File: config.mk
export PLATFORM = sky130hd
export DESIGN_NAME = button_event_decoder
export DESIGN_NICKNAME = d
export VERILOG_FILES = /design/src/rtl/button_event_decoder_pkg.sv /design/src/rtl/button_event_decoder_btn_edge_detect.sv /design/src/rtl/button_event_decoder.sv
export SDC_FILE = /design/constraint.sdc
export NUM_CORES = 1
export LEC_CHECK = 0
export CORE_MARGIN = 2
export CORE_UTILIZATION = 40
export CTS_BUF_LIST = sky130_fd_sc_hd__clkbuf_4 sky130_fd_sc_hd__clkbuf_8
export CTS_CLUSTER_DIAMETER = 80
export CTS_CLUSTER_SIZE = 40
export DETAILED_ROUTE_END_ITERATION = 8
export PLACE_DENSITY = 0.66
export SETUP_SLACK_MARGIN = 0.02
export SLEW_MARGIN = 15
export SYNTH_ARGS = -nofsm -noshare
export SYNTH_HDL_FRONTEND = slang
export SYNTH_SLANG_ARGS = --single-unit
File: constraint.sdc
create_clock -name clk -period 2.5 [get_ports clk]
set_clock_uncertainty 0.1 [all_clocks]
set_input_delay 0.25 -clock clk [delete_from_list [all_inputs] [get_ports clk]]
set_output_delay 0.25 -clock clk [all_outputs]
set_load 0.01 [all_outputs]
File: src/rtl/button_event_decoder_pkg.sv
// Shared definitions for the button event decoder: FSM state encoding.
// Other UI blocks decode busy/state from this same encoding.
package button_event_decoder_pkg;

  typedef enum logic [2:0] {
    IDLE   = 3'd0,
    PRESS1 = 3'd1,
    GAP    = 3'd2,
    PRESS2 = 3'd3,
    LONG   = 3'd4
  } btn_state_e;

endpackage

File: src/rtl/button_event_decoder_btn_edge_detect.sv
// Registers the previous level sample and produces single-cycle rise/fall strobes.
// Reusable for any level that is already synchronous to clk (buttons, switches).
module btn_edge_detect (
  input  logic clk,
  input  logic rst_n,
  input  logic level,
  output logic rise,
  output logic fall
);

  logic btn_q;

  // NOTE: sequential state uses non-blocking assignments so every flop samples pre-edge values.
  always_ff @(posedge clk or negedge rst_n) begin
    if (!rst_n) btn_q <= 1'b0;
    else        btn_q <= level;
  end

  assign rise = level & ~btn_q;
  assign fall = ~level & btn_q;

endmodule

File: src/rtl/button_event_decoder.sv
// Turns a debounced button level into single-cycle UI events: press, release,
// short press, long press, auto-repeat and double click.
module button_event_decoder
  import button_event_decoder_pkg::*;
#(
  parameter int LONG_CYCLES   = 50_000_000,
  parameter int GAP_CYCLES    = 12_500_000,
  parameter int REPEAT_CYCLES = 10_000_000,
  parameter int CNT_W         = 27
) (
  input  logic clk,
  input  logic rst_n,
  input  logic btn_level,
  output logic press_pulse,
  output logic release_pulse,
  output logic short_press,
  output logic long_press,
  output logic repeat_pulse,
  output logic double_click,
  output logic busy
);

  localparam longint CNT_LIMIT = longint'(1) << CNT_W;

  if (LONG_CYCLES < 2 || GAP_CYCLES < 2 || REPEAT_CYCLES < 1 ||
      longint'(LONG_CYCLES) >= CNT_LIMIT || longint'(GAP_CYCLES) >= CNT_LIMIT ||
      longint'(REPEAT_CYCLES) >= CNT_LIMIT) begin : g_bad_params
    $error("button_event_decoder: timing parameters out of range for CNT_W");
  end

  localparam logic [CNT_W-1:0] LONG_LAST   = CNT_W'(LONG_CYCLES - 1);
  localparam logic [CNT_W-1:0] GAP_LAST    = CNT_W'(GAP_CYCLES - 1);
  localparam logic [CNT_W-1:0] REPEAT_LAST = CNT_W'(REPEAT_CYCLES - 1);

  logic             rise;
  logic             fall;
  btn_state_e       state;
  logic [CNT_W-1:0] cnt;

  btn_edge_detect u_edge (
    .clk   (clk),
    .rst_n (rst_n),
    .level (btn_level),
    .rise  (rise),
    .fall  (fall)
  );

  // NOTE: control registers get an async reset so a reset mid-hold drops all pending events at once.
  always_ff @(posedge clk or negedge rst_n) begin
    if (!rst_n) begin
      state         <= IDLE;
      cnt           <= '0;
      press_pulse   <= 1'b0;
      release_pulse <= 1'b0;
      short_press   <= 1'b0;
      long_press    <= 1'b0;
      repeat_pulse  <= 1'b0;
      double_click  <= 1'b0;
    end else begin
      press_pulse   <= rise;
      release_pulse <= fall;
      short_press   <= 1'b0;
      long_press    <= 1'b0;
      repeat_pulse  <= 1'b0;
      double_click  <= 1'b0;

      case (state)
        IDLE: begin
          if (rise) begin
            state <= PRESS1;
            cnt   <= CNT_W'(1);
          end
        end
        PRESS1: begin
          if (!btn_level) begin
            state <= GAP;
            cnt   <= CNT_W'(1);
          end else if (cnt == LONG_LAST) begin
            state      <= LONG;
            cnt        <= '0;
            long_press <= 1'b1;
          end else begin
            cnt <= cnt + 1'b1;
          end
        end
        GAP: begin
          if (btn_level) begin
            state <= PRESS2;
            cnt   <= CNT_W'(1);
          end else if (cnt == GAP_LAST) begin
            state       <= IDLE;
            cnt         <= '0;
            short_press <= 1'b1;
          end else begin
            cnt <= cnt + 1'b1;
          end
        end
        PRESS2: begin
          // Holding the second press turns the first click into a short press.
          if (!btn_level) begin
            state        <= IDLE;
            cnt          <= '0;
            double_click <= 1'b1;
          end else if (cnt == LONG_LAST) begin
            state       <= LONG;
            cnt         <= '0;
            short_press <= 1'b1;
            long_press  <= 1'b1;
          end else begin
            cnt <= cnt + 1'b1;
          end
        end
        LONG: begin
          if (!btn_level) begin
            state <= IDLE;
            cnt   <= '0;
          end else if (cnt == REPEAT_LAST) begin
            cnt          <= '0;
            repeat_pulse <= 1'b1;
          end else begin
            cnt <= cnt + 1'b1;
          end
        end
        default: begin
          state         <= IDLE;
          cnt           <= '0;
          press_pulse   <= 1'b0;
          release_pulse <= 1'b0;
        end
      endcase
    end
  end

  assign busy = (state != IDLE);

endmodule
**Word level (Yosys, flattened, before mapping)**

Index checks and enable logic that the tools add are counted.

- Reductions and logical operators: 5
- Multiplexer cells: 30
- Add/sub/neg operators: 1
- Equal/unequal tests: 10
- Bitwise operators: 4

Operator list:

| operator | count |
|---|---|
| $mux W27 | 8 |
| $pmux W27 S5 | 1 |
| $eq A27 B24 Y1 const B | 2 |
| $add A27 B1 Y27 const B | 1 |
| $eq A27 B26 Y1 const B | 1 |
| $mux W3 | 7 |
| $pmux W3 S5 | 1 |
| $mux W1 | 12 |
| $eq A3 B2 Y1 const B | 2 |
| $reduce_or A5 Y1 | 1 |
| $ne A2 B2 Y1 const B | 2 |
| $eq A3 B1 Y1 const B | 1 |
| $eq A3 B3 Y1 const B | 1 |
| $logic_not A3 Y1 | 1 |
| $ne A3 B3 Y1 const B | 1 |
| $reduce_and A3 Y1 | 1 |
| $reduce_bool A3 Y1 | 1 |
| $and A1 B1 Y1 | 2 |
| $not A1 Y1 | 2 |
| $pmux W1 S2 | 1 |
| $reduce_or A2 Y1 | 1 |

- Bits in registers: 37
- Output and inout port bits: 7
- Input port bits: 3
- Logic and storage cells: 59

**Depth between registers and ports, before layout**

- Depth after elaboration: 4
- Mapped depth: 9

**Cells and area by module**

Synthesis repeated with hierarchy kept, for this count alone.

- Cells, all modules: 263
- Area, all modules: 2308.5 um2

Modules (own cells, without submodules):

| module | cells each | area each (um2) | seq. area each (um2) | times used |
|---|---|---|---|---|
| button_event_decoder | 260 | 2268.4 | 900.9 | 1 |
| btn_edge_detect | 3 | 40.0 | 25.0 | 1 |

**Worst setup path before layout**

Ideal clock, no wire load.

- Kind: register -> register
- Start point: reg cnt[0]
- End point: reg cnt[1]
- Arrival time: 2012 ps
- Cell stages (with the launch flop): 8
- Period minus slack after synthesis: 2233 ps
- Setup time: 121 ps
- Path buffers: 1
- Slack: 267 ps
- Cell sequence: dfrtp_1 ha_1 and4_1 nand3_1 o211a_1 buf_6 or3_4 a22o_1

- Word-level cells in the longest chain between the ends: 4

Ends and longest elaborated chain:

| element | line | source |
|---|---|---|
| start, declared | button_event_decoder.sv:38 | `logic [CNT_W-1:0] cnt;` |
| start signal, assigned | button_event_decoder.sv:83 | `cnt <= cnt + 1'b1;` |
| start signal, assigned | button_event_decoder.sv:95 | `cnt <= cnt + 1'b1;` |
| start signal, assigned | button_event_decoder.sv:110 | `cnt <= cnt + 1'b1;` |
| $add A27 B1 Y27, or another cell as far along | -- |  |
| $mux W27, on equally long branches (2 in a row) | -- |  |
| $pmux W27 S5 * | button_event_decoder.sv:67 | `case (state)` |

Mark *: on every way between the ends. The rest lies on a longest branch, timed or not.
A chain may end at the register's enable or synchronous reset.

**Worst setup path after layout**

- Start point: reg cnt[1]
- End point: reg cnt[12]

The elaborated chain is that of the path after synthesis.

==> results.json <==
{
  "status": "completed",
  "max_slew.worst_pin.slew_ns": 0.814,
  "path_common_cell": "o41ai_1",
  "insertion_delay_ns": 0.30,
  "vias_per_cell": 6.32,
  "final_common_cell": "dfrtp_1",
  "r2r_setup_slack_ns": 0.12,
  "end_kind": "register",
  "synth_fa_ha_area_share_pct": 0.521,
  "die_area_mm2": 0.00664,
  "port_buffers": 9,
  "finalNonFillerCells": 352,
  "row_count": 28,
  "vias": 2226,
  "cp_slowest_cell": "o41ai_1",
  "place_inst": 343,
  "cts-buffers-inserted": 5,
  "synth_edf_count": 0,
  "core_mm2": 0.00585,
  "cts-root-buf": "clkbuf_8",
  "synth_area_mm2": 0.00240,
  "yosys.area.top_type": "dfrtp_1",
  "synthTopCellsByArea": "dfrtp_1, o41ai_1, nand4_1",
  "design_area_mm2": 0.00275,
  "use_met2_pct": 32.3,
  "startpoint_type": "register",
  "use_met1_pct": 28.1,
  "synth_flop_cell": "dfrtp_1",
  "clk_path_buf_depth": 2,
  "avgSynthCellArea_um2": 9.17,
  "cpPeakStageDelay_ns": 0.40,
  "grt_pass1_wl_um": 10400,
  "first_iter_violations": 295,
  "synth_top_family_by_area": "simple AND/OR/NAND/NOR gates",
  "start_util_pct": 41.1,
  "reg.largest.list": "cnt: 27 flops, state: 3 flops",
  "crit_path_start": "cnt[1]",
  "synth_warnings": 0,
  "dp_hpwl_um": 4290,
  "setup_viol_count_final": 0,
  "async_flop_share_pct": 100,
  "final_util_pct": 47.0,
  "ys_seq_area_share_pct": 38.5,
  "n_antenna_cell": 0,
  "setup_tns_ns": 0,
  "htreeDepth": 2,
  "yosys_register_bits": 37,
  "synth_mux_area_share_pct": 2.08,
  "arrival_ns": 2.44,
  "yosysTopAreaCellShare_pct": 38.5,
  "clock_sinks": 37,
  "p_leak_nw": 1.04,
  "syn_inst": 262,
  "worstPathRequired_ns": 2.56,
  "synth_xor_area_share_pct": 0,
  "max_slew_margin_pct": 45.7,
  "hold_start": "cnt[1]",
  "synth_compound_area_share_pct": 19.8,
  "wl_um": 6110,
  "globalRouteOverflowTotal": 0,
  "final_cell_mix": "dfrtp_1, nand2_1, nor2_1, buf_4, o21ai_0",
  "syn_to_final_growth_pct": 14.5,
  "reg2reg_depth": 7,
  "ir_worst_vdd_uv": 302,
  "path_clk_slew_ns": 0.07,
  "synth-simple-area-share_pct": 32.7,
  "die_h_um": 81.5,
  "grtUsageTotal_pct": 20.2,
  "syn_nets": 266,
  "met3_usage_pct": 2.97,
  "ioPinCount": 10,
  "synth.distinct_cells": 54,
  "antenna_found_initial": 0,
  "dp_worst_setup_slack_ns": 0.147,
  "timing.max_cap.violations": 0,
  "place_area_mm2": 0.00259,
  "fp.dieW_um": 81.5,
  "ant_nets": 0,
  "worst-path-max-fanout": 13,
  "fin_crit_ns": 2.38,
  "final_layout_size_suffix_gt1_share_pct": 13.4,
  "critPathKind": "reg -> reg",
  "drv_slew": 0,
  "largest_register": "cnt",
  "rr_startpoint": "cnt[1]",
  "grt_pass1_vias": 2128,
  "r2r-end": "cnt[12]",
  "fin_nets": 280,
  "cts_tree": "done",
  "top_usage_layer": "met2",
  "fin_ws_ns": 0.121,
  "rsz0062_at_grt": "yes",
  "gp_congestion": 0.907,
  "report.final.hold_viol_count": 0,
  "dr.pass1.iters": 5,
  "fin_crit_sh_pct": 95.2,
  "drc": 0,
  "wire_per_inst_um": 17.4,
  "cts_setup_buffers": 0,
  "cp_cell_sequence": "ha_1 > and4_1 > nand3_1 > o211a_2 > buf_4 > o41ai_1 > o41ai_1",
  "largest_register_ffs": 27,
  "crit_end": "cnt[12]",
  "grt_max_degree": 38,
  "hold_class": "reg -> reg",
  "p_per_area_mw_per_mm2": 601,
  "timing.fmax_mhz": 420
}
## how the worst min path moves through the flow
stage               to  slack, ns  depth (start not counted)
5_1_grt         cnt[1]       0.49                          1
2_1_floorplan   cnt[0]      -0.15                          0
3_3_place_gp   cnt[10]       0.30                          1
4_1_cts        cnt[14]       0.47                          1
3_5_place_dp   cnt[12]       0.30                          1
6_report        cnt[1]       0.47                          1
## cells in the mapped netlist (2+ instances only)
library cell	count
dfrtp_1	37
nand2_1	20
nor2_1	18
o21ai_0	16
nand4_1	14
nor3_1	14
o41ai_1	12
nand3_1	9
nor4_1	8
clkbuf_1	7
and4_1	6
buf_6	6
nand2b_1	6
nor2b_1	6
o31ai_1	6
buf_2	5
mux2i_1	5
a21oi_1	4
and3_1	4
o22ai_1	4
and2_1	3
buf_4	3
nand3b_1	3
o2bb2ai_1	3
o31a_1	3
or3_1	3
a2111oi_0	2
a211oi_1	2
a21oi_2	2
and3b_1	2
and4b_1	2
inv_1	2
o311ai_0	2
o41a_1	2
or4_1	2
## cell families after synthesis
kind of cell / after synthesis
buffers and inverters: 24
multiplexers: 5
AND/OR/NAND/NOR: 130
AO/OA/AOI/OAI: 65
adder cells (fa/ha/maj): 1
flip-flops: 37
## report_power, final
group / switching [mW] / internal, mW / leakage (nW) / total [mW]
clock: 0.227 / 0.396 / 0.0681 / 0.624
combinational: 0.218 / 0.144 / 0.462 / 0.362
sequential: 0.0378 / 0.629 / 0.505 / 0.667
## layout make-up
class	count	area (µm²)
sequential	37	926
inverter	2	7.51
fill	537	3100
tap	75	93.8
clock inverter	3	65.1
clock buffer	5	68.8
multi-input combinational	201	1340
timing repair buffer	29	250
## what timing repair did
action / CTS / global route
setup endpoints to repair: 0 / 4
hold buffers: 1 / 0
hold endpoints to repair: 37 / 0
resized for setup: 0 / 4
## worst max-delay path: cells and delay by family, from the launching register on
| kind | cells | cell delay [ns] |
|---|---|---|
| AO/OA/AOI/OAI | 3 | 0.91 |
| adder cells (fa/ha/maj) | 1 | 0.25 |
| buffers and inverters | 1 | 0.21 |
| flip-flops | 1 | 0.39 |
| AND/OR/NAND/NOR | 2 | 0.38 |
## per-layer routing
metal | up-vias | share of wire, %
met4 | 0 | 2.0
met1 | 1101 | 47
met3 | 12 | 4.3
met2 | 68 | 47
met5 | - | 0
li1 | 1045 | -
## metrics by stage
stage	hold WS, ns	total power, mW
detailed placement	0.304	1.03
global placement	0.303	1.03
global route	0.493	1.74
CTS	0.472	1.66
floorplan	-0.146	0.903
finish	0.467	1.65
No activity file was read; power rests on OpenSTA's default activity.
